**config.mk**
```make
export PLATFORM = sky130hd
export DESIGN_NAME = ic_decerr_mo_flat
export DESIGN_NICKNAME = d
export VERILOG_FILES = /design/src/rtl/ic_decerr_mo_if.sv /design/src/rtl/ic_decerr_mo.sv /design/src/flat_wrapper.sv
export SDC_FILE = /design/constraint.sdc
export NUM_CORES = 1
export LEC_CHECK = 0
export ABC_CLOCK_PERIOD_IN_PS = 2500
export BUFFER_PORTS_ARGS = -buffer_cell sky130_fd_sc_hd__buf_2
export CAP_MARGIN = 20
export CORE_MARGIN = 5
export CORE_UTILIZATION = 44
export CTS_CLUSTER_DIAMETER = 120
export DETAILED_ROUTE_END_ITERATION = 10
export GPL_ROUTABILITY_DRIVEN = 0
export GPL_TIMING_DRIVEN = 0
export PLACE_DENSITY_LB_ADDON = 0.1
export SETUP_SLACK_MARGIN = 0.1
export SYNTH_ARGS = -nofsm -noshare
export SYNTH_HDL_FRONTEND = slang
export SYNTH_SLANG_ARGS = --single-unit
```
**constraint.sdc**
```tcl
create_clock -name clk -period 2.5 [get_ports clk]
set_clock_uncertainty 0.2 [all_clocks]
set_input_delay 0.125 -clock clk [delete_from_list [all_inputs] [get_ports clk]]
set_output_delay 0.125 -clock clk [all_outputs]
set_load 0.005 [all_outputs]
```
**src/rtl/ic_decerr_mo_if.sv**
```systemverilog
// AXI channel bundle for the default (unmapped-address) slave; the slave modport faces the DUT.
interface ic_decerr_mo_if #(
  parameter int ID_BITS   = 4,
  parameter int DATA_BITS = 64,
  parameter int LEN_BITS  = 4,
  parameter int USER_BITS = 1
);
  logic                 AWIDOK;
  logic                 ARIDOK;

  logic [ID_BITS-1:0]   AWID;
  logic [LEN_BITS-1:0]  AWLEN;
  logic                 AWVALID;
  logic                 AWREADY;

  logic [DATA_BITS-1:0] WDATA;
  logic                 WLAST;
  logic                 WVALID;
  logic                 WREADY;

  logic [ID_BITS-1:0]   BID;
  logic [1:0]           BRESP;
  logic [USER_BITS-1:0] BUSER;
  logic                 BVALID;
  logic                 BREADY;

  logic [ID_BITS-1:0]   ARID;
  logic [LEN_BITS-1:0]  ARLEN;
  logic                 ARVALID;
  logic                 ARREADY;

  logic [ID_BITS-1:0]   RID;
  logic [DATA_BITS-1:0] RDATA;
  logic [1:0]           RRESP;
  logic                 RLAST;
  logic [USER_BITS-1:0] RUSER;
  logic                 RVALID;
  logic                 RREADY;

  modport slave (
    input  AWIDOK, ARIDOK,
    input  AWID, AWLEN, AWVALID, output AWREADY,
    input  WDATA, WLAST, WVALID, output WREADY,
    output BID, BRESP, BUSER, BVALID, input BREADY,
    input  ARID, ARLEN, ARVALID, output ARREADY,
    output RID, RDATA, RRESP, RLAST, RUSER, RVALID, input RREADY
  );

  modport master (
    output AWIDOK, ARIDOK,
    output AWID, AWLEN, AWVALID, input AWREADY,
    output WDATA, WLAST, WVALID, input WREADY,
    input  BID, BRESP, BUSER, BVALID, output BREADY,
    output ARID, ARLEN, ARVALID, input ARREADY,
    input  RID, RDATA, RRESP, RLAST, RUSER, RVALID, output RREADY
  );
endinterface

```
**src/rtl/ic_decerr_mo.sv**
```systemverilog
// Default AXI slave: answers every write with one B and every read with ARLEN+1 zero beats,
// DECERR when the ID was accepted upstream, SLVERR otherwise. Write and read sides are independent.
module ic_decerr_mo #(
  parameter int ID_BITS   = 4,
  parameter int DATA_BITS = 64,
  parameter int LEN_BITS  = 4,
  parameter int USER_BITS = 1,
  parameter int AW_DEPTH  = 4,
  parameter int AR_DEPTH  = 4
) (
  input  logic           clk,
  input  logic           reset_n,
  ic_decerr_mo_if.slave  bus
);
  localparam int AW_PW = (AW_DEPTH > 1) ? $clog2(AW_DEPTH) : 1;
  localparam int AR_PW = (AR_DEPTH > 1) ? $clog2(AR_DEPTH) : 1;
  localparam int AW_CW = $clog2(AW_DEPTH + 1);
  localparam int AR_CW = $clog2(AR_DEPTH + 1);
  localparam logic [1:0] RESP_DECERR = 2'b11;
  localparam logic [1:0] RESP_SLVERR = 2'b10;

  typedef struct packed {
    logic [ID_BITS-1:0] id;
    logic               ok;
  } aw_entry_t;

  typedef struct packed {
    logic [ID_BITS-1:0]  id;
    logic [LEN_BITS-1:0] len;
    logic                ok;
  } ar_entry_t;

  typedef enum logic {R_IDLE, R_BURST} r_state_e;

  logic                r_rdy_en;
  logic                w_unused;

  aw_entry_t           r_aw_mem [AW_DEPTH];
  logic [AW_PW-1:0]    r_aw_wptr, r_aw_rptr;
  logic [AW_CW-1:0]    r_aw_cnt, r_wl_cnt;
  aw_entry_t           w_aw_head;
  logic                w_aw_push, w_wl_push, w_b_pop;
  logic                r_bvalid;
  logic [ID_BITS-1:0]  r_bid;
  logic [1:0]          r_bresp;

  ar_entry_t           r_ar_mem [AR_DEPTH];
  logic [AR_PW-1:0]    r_ar_wptr, r_ar_rptr;
  logic [AR_CW-1:0]    r_ar_cnt;
  ar_entry_t           w_ar_head;
  logic                w_ar_push, w_ar_nempty;
  r_state_e            r_state, w_r_next;
  logic                w_r_load, w_r_dec;
  logic [ID_BITS-1:0]  r_rid;
  logic [1:0]          r_rresp;
  logic [LEN_BITS-1:0] r_beat;

  // Readies stay low until the first clock edge after reset release.
  // NOTE: sequential state uses non-blocking assignments so every flop samples pre-edge values.
  always_ff @(posedge clk or negedge reset_n) begin
    if (!reset_n) r_rdy_en <= 1'b0;
    else          r_rdy_en <= 1'b1;
  end

  assign w_unused = ^{bus.AWLEN, bus.WDATA};

  // ---------------- write side ----------------
  assign bus.AWREADY = r_rdy_en & (r_aw_cnt != AW_CW'(AW_DEPTH));
  assign bus.WREADY  = r_rdy_en & (r_wl_cnt != AW_CW'(AW_DEPTH));
  assign w_aw_push   = bus.AWVALID & bus.AWREADY;
  assign w_wl_push   = bus.WVALID & bus.WREADY & bus.WLAST;
  assign w_aw_head   = r_aw_mem[r_aw_rptr];
  assign w_b_pop     = (~r_bvalid | bus.BREADY) & (r_aw_cnt != '0) & (r_wl_cnt != '0);

  // NOTE: queue storage has no reset; the occupancy counts gate every read, so stale entries never escape.
  always_ff @(posedge clk) begin
    if (w_aw_push) r_aw_mem[r_aw_wptr] <= '{id: bus.AWID, ok: bus.AWIDOK};
  end

  always_ff @(posedge clk or negedge reset_n) begin
    if (!reset_n) begin
      r_aw_wptr <= '0;
      r_aw_rptr <= '0;
      r_aw_cnt  <= '0;
      r_wl_cnt  <= '0;
      r_bvalid  <= 1'b0;
      r_bid     <= '0;
      r_bresp   <= 2'b00;
    end else begin
      if (w_aw_push)
        r_aw_wptr <= (r_aw_wptr == AW_PW'(AW_DEPTH - 1)) ? '0 : r_aw_wptr + AW_PW'(1);
      if (w_b_pop)
        r_aw_rptr <= (r_aw_rptr == AW_PW'(AW_DEPTH - 1)) ? '0 : r_aw_rptr + AW_PW'(1);
      case ({w_aw_push, w_b_pop})
        2'b10:   r_aw_cnt <= r_aw_cnt + AW_CW'(1);
        2'b01:   r_aw_cnt <= r_aw_cnt - AW_CW'(1);
        default: ;
      endcase
      case ({w_wl_push, w_b_pop})
        2'b10:   r_wl_cnt <= r_wl_cnt + AW_CW'(1);
        2'b01:   r_wl_cnt <= r_wl_cnt - AW_CW'(1);
        default: ;
      endcase
      if (w_b_pop) begin
        r_bvalid <= 1'b1;
        r_bid    <= w_aw_head.id;
        r_bresp  <= w_aw_head.ok ? RESP_DECERR : RESP_SLVERR;
      end else if (bus.BREADY) begin
        r_bvalid <= 1'b0;
      end
    end
  end

  assign bus.BVALID = r_bvalid;
  assign bus.BID    = r_bid;
  assign bus.BRESP  = r_bresp;
  assign bus.BUSER  = {USER_BITS{1'b0}};

  // ---------------- read side ----------------
  assign bus.ARREADY = r_rdy_en & (r_ar_cnt != AR_CW'(AR_DEPTH));
  assign w_ar_push   = bus.ARVALID & bus.ARREADY;
  assign w_ar_nempty = (r_ar_cnt != '0);
  assign w_ar_head   = r_ar_mem[r_ar_rptr];

  always_ff @(posedge clk) begin
    if (w_ar_push) r_ar_mem[r_ar_wptr] <= '{id: bus.ARID, len: bus.ARLEN, ok: bus.ARIDOK};
  end

  always_ff @(posedge clk or negedge reset_n) begin
    if (!reset_n) begin
      r_ar_wptr <= '0;
      r_ar_rptr <= '0;
      r_ar_cnt  <= '0;
    end else begin
      if (w_ar_push)
        r_ar_wptr <= (r_ar_wptr == AR_PW'(AR_DEPTH - 1)) ? '0 : r_ar_wptr + AR_PW'(1);
      if (w_r_load)
        r_ar_rptr <= (r_ar_rptr == AR_PW'(AR_DEPTH - 1)) ? '0 : r_ar_rptr + AR_PW'(1);
      case ({w_ar_push, w_r_load})
        2'b10:   r_ar_cnt <= r_ar_cnt + AR_CW'(1);
        2'b01:   r_ar_cnt <= r_ar_cnt - AR_CW'(1);
        default: ;
      endcase
    end
  end

  always_ff @(posedge clk or negedge reset_n) begin
    if (!reset_n) r_state <= R_IDLE;
    else          r_state <= w_r_next;
  end

  // A last-beat handshake with a queued command reloads on the same edge, giving zero-bubble bursts.
  // NOTE: every always_comb output gets a default first so no path leaves it unassigned (no latch).
  always_comb begin
    w_r_next = r_state;
    w_r_load = 1'b0;
    w_r_dec  = 1'b0;
    case (r_state)
      R_IDLE: begin
        if (w_ar_nempty) begin
          w_r_load = 1'b1;
          w_r_next = R_BURST;
        end
      end
      R_BURST: begin
        if (bus.RREADY) begin
          if (r_beat != '0)     w_r_dec  = 1'b1;
          else if (w_ar_nempty) w_r_load = 1'b1;
          else                  w_r_next = R_IDLE;
        end
      end
      default: w_r_next = R_IDLE;
    endcase
  end

  always_ff @(posedge clk or negedge reset_n) begin
    if (!reset_n) begin
      r_rid   <= '0;
      r_rresp <= 2'b00;
      r_beat  <= '0;
    end else if (w_r_load) begin
      r_rid   <= w_ar_head.id;
      r_rresp <= w_ar_head.ok ? RESP_DECERR : RESP_SLVERR;
      r_beat  <= w_ar_head.len;
    end else if (w_r_dec) begin
      r_beat  <= r_beat - LEN_BITS'(1);
    end
  end

  assign bus.RVALID = (r_state == R_BURST);
  assign bus.RLAST  = (r_state == R_BURST) & (r_beat == '0);
  assign bus.RID    = r_rid;
  assign bus.RRESP  = r_rresp;
  assign bus.RDATA  = {DATA_BITS{1'b0}};
  assign bus.RUSER  = {USER_BITS{1'b0}};
endmodule
```
**src/flat_wrapper.sv**
```systemverilog
// flat-port wrapper written by rule: the top's interface ports become plain ports
module ic_decerr_mo_flat 
#(
  parameter int ID_BITS   = 4,
  parameter int DATA_BITS = 64,
  parameter int LEN_BITS  = 4,
  parameter int USER_BITS = 1,
  parameter int AW_DEPTH  = 4,
  parameter int AR_DEPTH  = 4
)
  (clk, reset_n, bus_AWIDOK, bus_ARIDOK, bus_AWID, bus_AWLEN, bus_AWVALID, bus_AWREADY, bus_WDATA, bus_WLAST, bus_WVALID, bus_WREADY, bus_BID, bus_BRESP, bus_BUSER, bus_BVALID, bus_BREADY, bus_ARID, bus_ARLEN, bus_ARVALID, bus_ARREADY, bus_RID, bus_RDATA, bus_RRESP, bus_RLAST, bus_RUSER, bus_RVALID, bus_RREADY);
  ic_decerr_mo_if #(.ID_BITS(ID_BITS), .DATA_BITS(DATA_BITS), .LEN_BITS(LEN_BITS), .USER_BITS(USER_BITS)) bus_i ();
  input  logic clk;
  input  logic reset_n;
  input wire logic [$bits(bus_i.AWIDOK)-1:0] bus_AWIDOK;
  input wire logic [$bits(bus_i.ARIDOK)-1:0] bus_ARIDOK;
  input wire logic [$bits(bus_i.AWID)-1:0] bus_AWID;
  input wire logic [$bits(bus_i.AWLEN)-1:0] bus_AWLEN;
  input wire logic [$bits(bus_i.AWVALID)-1:0] bus_AWVALID;
  output wire logic [$bits(bus_i.AWREADY)-1:0] bus_AWREADY;
  input wire logic [$bits(bus_i.WDATA)-1:0] bus_WDATA;
  input wire logic [$bits(bus_i.WLAST)-1:0] bus_WLAST;
  input wire logic [$bits(bus_i.WVALID)-1:0] bus_WVALID;
  output wire logic [$bits(bus_i.WREADY)-1:0] bus_WREADY;
  output wire logic [$bits(bus_i.BID)-1:0] bus_BID;
  output wire logic [$bits(bus_i.BRESP)-1:0] bus_BRESP;
  output wire logic [$bits(bus_i.BUSER)-1:0] bus_BUSER;
  output wire logic [$bits(bus_i.BVALID)-1:0] bus_BVALID;
  input wire logic [$bits(bus_i.BREADY)-1:0] bus_BREADY;
  input wire logic [$bits(bus_i.ARID)-1:0] bus_ARID;
  input wire logic [$bits(bus_i.ARLEN)-1:0] bus_ARLEN;
  input wire logic [$bits(bus_i.ARVALID)-1:0] bus_ARVALID;
  output wire logic [$bits(bus_i.ARREADY)-1:0] bus_ARREADY;
  output wire logic [$bits(bus_i.RID)-1:0] bus_RID;
  output wire logic [$bits(bus_i.RDATA)-1:0] bus_RDATA;
  output wire logic [$bits(bus_i.RRESP)-1:0] bus_RRESP;
  output wire logic [$bits(bus_i.RLAST)-1:0] bus_RLAST;
  output wire logic [$bits(bus_i.RUSER)-1:0] bus_RUSER;
  output wire logic [$bits(bus_i.RVALID)-1:0] bus_RVALID;
  input wire logic [$bits(bus_i.RREADY)-1:0] bus_RREADY;
  assign bus_i.AWIDOK = bus_AWIDOK;
  assign bus_i.ARIDOK = bus_ARIDOK;
  assign bus_i.AWID = bus_AWID;
  assign bus_i.AWLEN = bus_AWLEN;
  assign bus_i.AWVALID = bus_AWVALID;
  assign bus_AWREADY = bus_i.AWREADY;
  assign bus_i.WDATA = bus_WDATA;
  assign bus_i.WLAST = bus_WLAST;
  assign bus_i.WVALID = bus_WVALID;
  assign bus_WREADY = bus_i.WREADY;
  assign bus_BID = bus_i.BID;
  assign bus_BRESP = bus_i.BRESP;
  assign bus_BUSER = bus_i.BUSER;
  assign bus_BVALID = bus_i.BVALID;
  assign bus_i.BREADY = bus_BREADY;
  assign bus_i.ARID = bus_ARID;
  assign bus_i.ARLEN = bus_ARLEN;
  assign bus_i.ARVALID = bus_ARVALID;
  assign bus_ARREADY = bus_i.ARREADY;
  assign bus_RID = bus_i.RID;
  assign bus_RDATA = bus_i.RDATA;
  assign bus_RRESP = bus_i.RRESP;
  assign bus_RLAST = bus_i.RLAST;
  assign bus_RUSER = bus_i.RUSER;
  assign bus_RVALID = bus_i.RVALID;
  assign bus_i.RREADY = bus_RREADY;
  ic_decerr_mo #(.ID_BITS(ID_BITS), .DATA_BITS(DATA_BITS), .LEN_BITS(LEN_BITS), .USER_BITS(USER_BITS), .AW_DEPTH(AW_DEPTH), .AR_DEPTH(AR_DEPTH)) u_core (.clk(clk), .reset_n(reset_n), .bus(bus_i));
endmodule
```
==> reports/summary.md <==
The initial antenna violation count came out at 0. TritonCTS built the clock tree. The tools report the count of nets after finishing as 554. For the worst path arrival time, the log shows 2.37 ns.

In the final layout, flip-flops and latches occupy 0.00258 mm². The peak per-stage delay on the critical path was 0.44 ns; the fraction of final layout cells sized beyond drive strength 1 was 42.1%. IR analysis of the VDD net gives a maximum drop of 0.489 mV. The root buffer cell chosen for the clock tree is clkbuf_8. The dominant combinational cell family by area after synthesis was buffers and inverters.

Dominant cell type by count on the critical path: xor2_1. The synthesized netlist contains 46 unique library cells. Summing the areas of all compound-gate instances in the mapped netlist gives 4.05% of the synthesized area. The area of the mapped netlist was 0.00448 mm².

The critical-path maximum fanout was 4. The clock insertion delay at the later pin of the skew report is 0.35 ns, and the final number of setup-violating endpoints is 0. Once detail routing completed, the nets flagged for antenna violations numbered 0. Sequential elements use 57.6% of the synthesized area.

The die is 111 µm tall. For the number of DRC violations after detailed routing, the log shows 0. The worst max-slew margin expressed relative to the limit was 44.4%. Based on the critical path, the design can be clocked at up to 437 MHz. The run gives 12.3% as the global routing usage summed across all routing layers. The tools report the total length of routed wires as 7410 µm.

The final critical path takes up 91.6% of the cycle. For this design, the sink count on the clock tree is 92. The first-pass iteration count of the detailed router was 4.

The count of pins over their slew limit was 0; the core footprint was 0.00986 mm². The synthesized design contains 56 enable-type register cells. Setup repair after global routing could not meet its margin everywhere.

In this run, CTS created clock tree buffers numbering 9. The cell with the largest stage delay on the worst path is fa_1. Entering global routing, the biggest net connects 37 pins. The logs give 2,392 for the number of global-route vias before repair and 0 for the synthesis warning total. The adder-cell area share of the yosys netlist is 5.53%, and the starting density of the core is 45.4%. The xor and xnor fraction of the mapped netlist area works out to 1.76%.

From left edge to right edge, the die measures 111 µm. Summing the areas of all and, or, nand and nor instances in the mapped netlist gives 4.83% of the synthesized area. Number of failing hold endpoints at the final stage: 0. Traced cell by cell, the critical path runs through inv_2 -> a311oi_4 -> ha_1 -> inv_1 -> fa_1 -> xor2_1 -> nor2_1 -> xor2_1. The area taken by multi-input logic gates is 0.00160 mm², and the area growth from synthesis to final layout is 24.9%. The clock passes through at most 2 buffers. Multiplexer cells account for 12.6% of the synthesized area. The level count of the clock H-tree was 3. The HPWL after detailed placement is 5200 µm.

By startpoint and endpoint, the worst setup path is classified as flip-flop to flip-flop. For the worst setup path, the data required time is 2.58 ns. In this run the mean area of a mapped cell was 14.7 µm². The proportion of register bits with asynchronous set or reset after synthesis is 39.1%, and the final instance area is 0.00560 mm². In this run the static leakage power is 2.50 nW. The global-route wire length before repair is 12,100 µm. The worst setup path is launched from a flip-flop. On the final layout, the worst hold slack is 0.00951 ns.

The average wire per cell in the routed design is 12.7 µm, and the instance count of the mapped netlist is 304. The die covers 0.0123 mm². The clock-pin slew of the registers on the worst-case setup and hold paths came out at 0.09 ns. The flow ran to the end, and the final reports show no timing, DRC or antenna violations. The run gives 833 as the number of inserted filler cells in the final layout. The number of antenna diodes was 0; the ratio of routed vias to standard cells was 4.23. The tools report the number of standard-cell rows in the floorplan as 36. The critical path capture point type is a flip-flop. The placed instance area was 0.00510 mm²; the power density over the cells was 960 mW/mm². The tightest min-delay check is of the primary input to flip-flop type.

The commonest register cell after synthesis was edfxtp_1. Counting I/O delays and the setup requirement, the final critical path takes 2.29 ns. The synthesized design contains 92 register bits. The count of vias placed by the detailed router was 2,472; the worst-margin pin slew was 0.834 ns. The I/O pin count is 174, and the global route total overflow is 0. Input and output buffers added on the ports amount to 39. The detailed router's first-iteration violation count is 72, and the max-cap check violation count is 0.
final cells by class:
class / count / share of cell area, %
Buffer: 69 / 9.16
Clock buffer: 9 / 2.21
Clock inverter: 7 / 1.54
Inverter: 23 / 1.63
Multi-Input combinational cell: 185 / 28.5
Sequential cell: 92 / 46.1
Tap cell: 133 / 2.97
Timing Repair Buffer: 66 / 7.82
synthesized netlist by cell type (all sizes together), types with 3 or more instances:
cell	n	area, µm²
edfxtp	56	1680
fa	3	60.1
buf	69	513
nand3	3	15.0
mux4	14	315
mux2	18	229
dfrtp	36	901
xnor2	5	43.8
o21ai	3	26.3
or2	3	18.8
ha	15	188
nor2	8	30.0
xor2	4	35.0
inv	23	88.8
a31oi	5	31.3
nand2	3	11.3
and2	9	56.3
worst paths after layout:
path,start,to,slack (ns),cells past startpoint
worst min-delay path,bus_BREADY,u_core.bus.BVALID,0.01,3
min in group asynchronous,reset_n,u_core.bus.RID[3],0.19,2
worst min register to register,u_core.bus.RRESP[1],u_core.bus.RRESP[1],0.27,1
max in group asynchronous,reset_n,u_core.r_ar_rptr[1],1.36,2
worst max-delay path,u_core.r_aw_cnt[1],u_core.r_wl_cnt[2],0.21,8
worst max register to register,u_core.r_aw_cnt[1],u_core.r_wl_cnt[2],0.21,8
routing by layer:
metal / GRT usage, % / share of wire [%]
met1: 15.8 / 44
met2: 19.7 / 47
met3: 3.93 / 8.1
met4: 3.94 / 1.2
met5: 0 / 0
registers in the layout, summed over array words and instances (netlist names), 3 cells and up:
signal and count:
u_core.bus.RID 4, u_core.r_beat 4, u_core.r_aw_cnt 3, u_core.r_aw_mem 20
u_core.r_wl_cnt 3, u_core.r_ar_mem 36, u_core.bus.BID 4, u_core.r_ar_cnt 3
power breakdown:
part / switching [mW] / internal, mW
sequential: 0.253 / 2.01
clock: 0.551 / 0.487
combinational: 0.915 / 1.16
what timing repair did:
action / in CTS / in global routing
pin swaps: 2 / 8
buffers inserted: 5 / 6
endpoints found under the hold margin: 93 / 0
gates resized for setup: 2 / 11
endpoints found under the setup margin: 6 / 3
hold buffers: 16 / 0
metrics by stage:
step           instances  setup WS [ns]  total power, mW  util [%]  setup TNS, ns
6_report             584          0.210             5.38      56.7              0
5_1_grt              584         0.0931             5.77      56.7              0
4_1_cts              578          0.123             5.35      56.0              0
3_5_place_dp         541         -0.132             4.20      51.7         -0.288
3_3_place_gp         541         -0.108             4.16      51.7         -0.257
2_1_floorplan        369          0.103             3.72         -              0
placed cells by master, fill, tap and decap left out, types with 3 or more instances in the layout:
master / Yosys / final
dfrtp_1: 36 / 36
dlygate4sd3_1: 0 / 16
edfxtp_1: 56 / 56
a31oi_1: 5 / 5
inv_2: 1 / 6
clkbuf_8: 0 / 9
mux2_4: 7 / 7
inv_1: 21 / 16
xnor2_1: 5 / 5
nor2_1: 8 / 8
inv_6: 0 / 3
xor2_1: 4 / 4
buf_4: 67 / 78
ha_1: 15 / 12
mux4_2: 14 / 14
buf_2: 2 / 41
and2_1: 9 / 9
nand2_1: 3 / 3
nand3_1: 3 / 3
mux2_2: 11 / 11
conb_1: 2 / 67
worst max-delay path: cells and delay by family (launching register included):
family	cells	cell delay, ns
compound gates	1	0.34
xor+xnor	2	0.30
fa+ha+maj	2	0.70
buf+inv	2	0.15
flops	1	0.41
simple gates	1	0.11
cells by family after synthesis:
kind of cell	count (synthesis)
AOI/OAI and AO/OA	20
buffers and inverters	92
and+or+nand+nor	37
muxes	34
xor gates and xnor gates	9
adders and majority gates	18
other	2
DFF	92
Power figures use the tool's default switching activity.
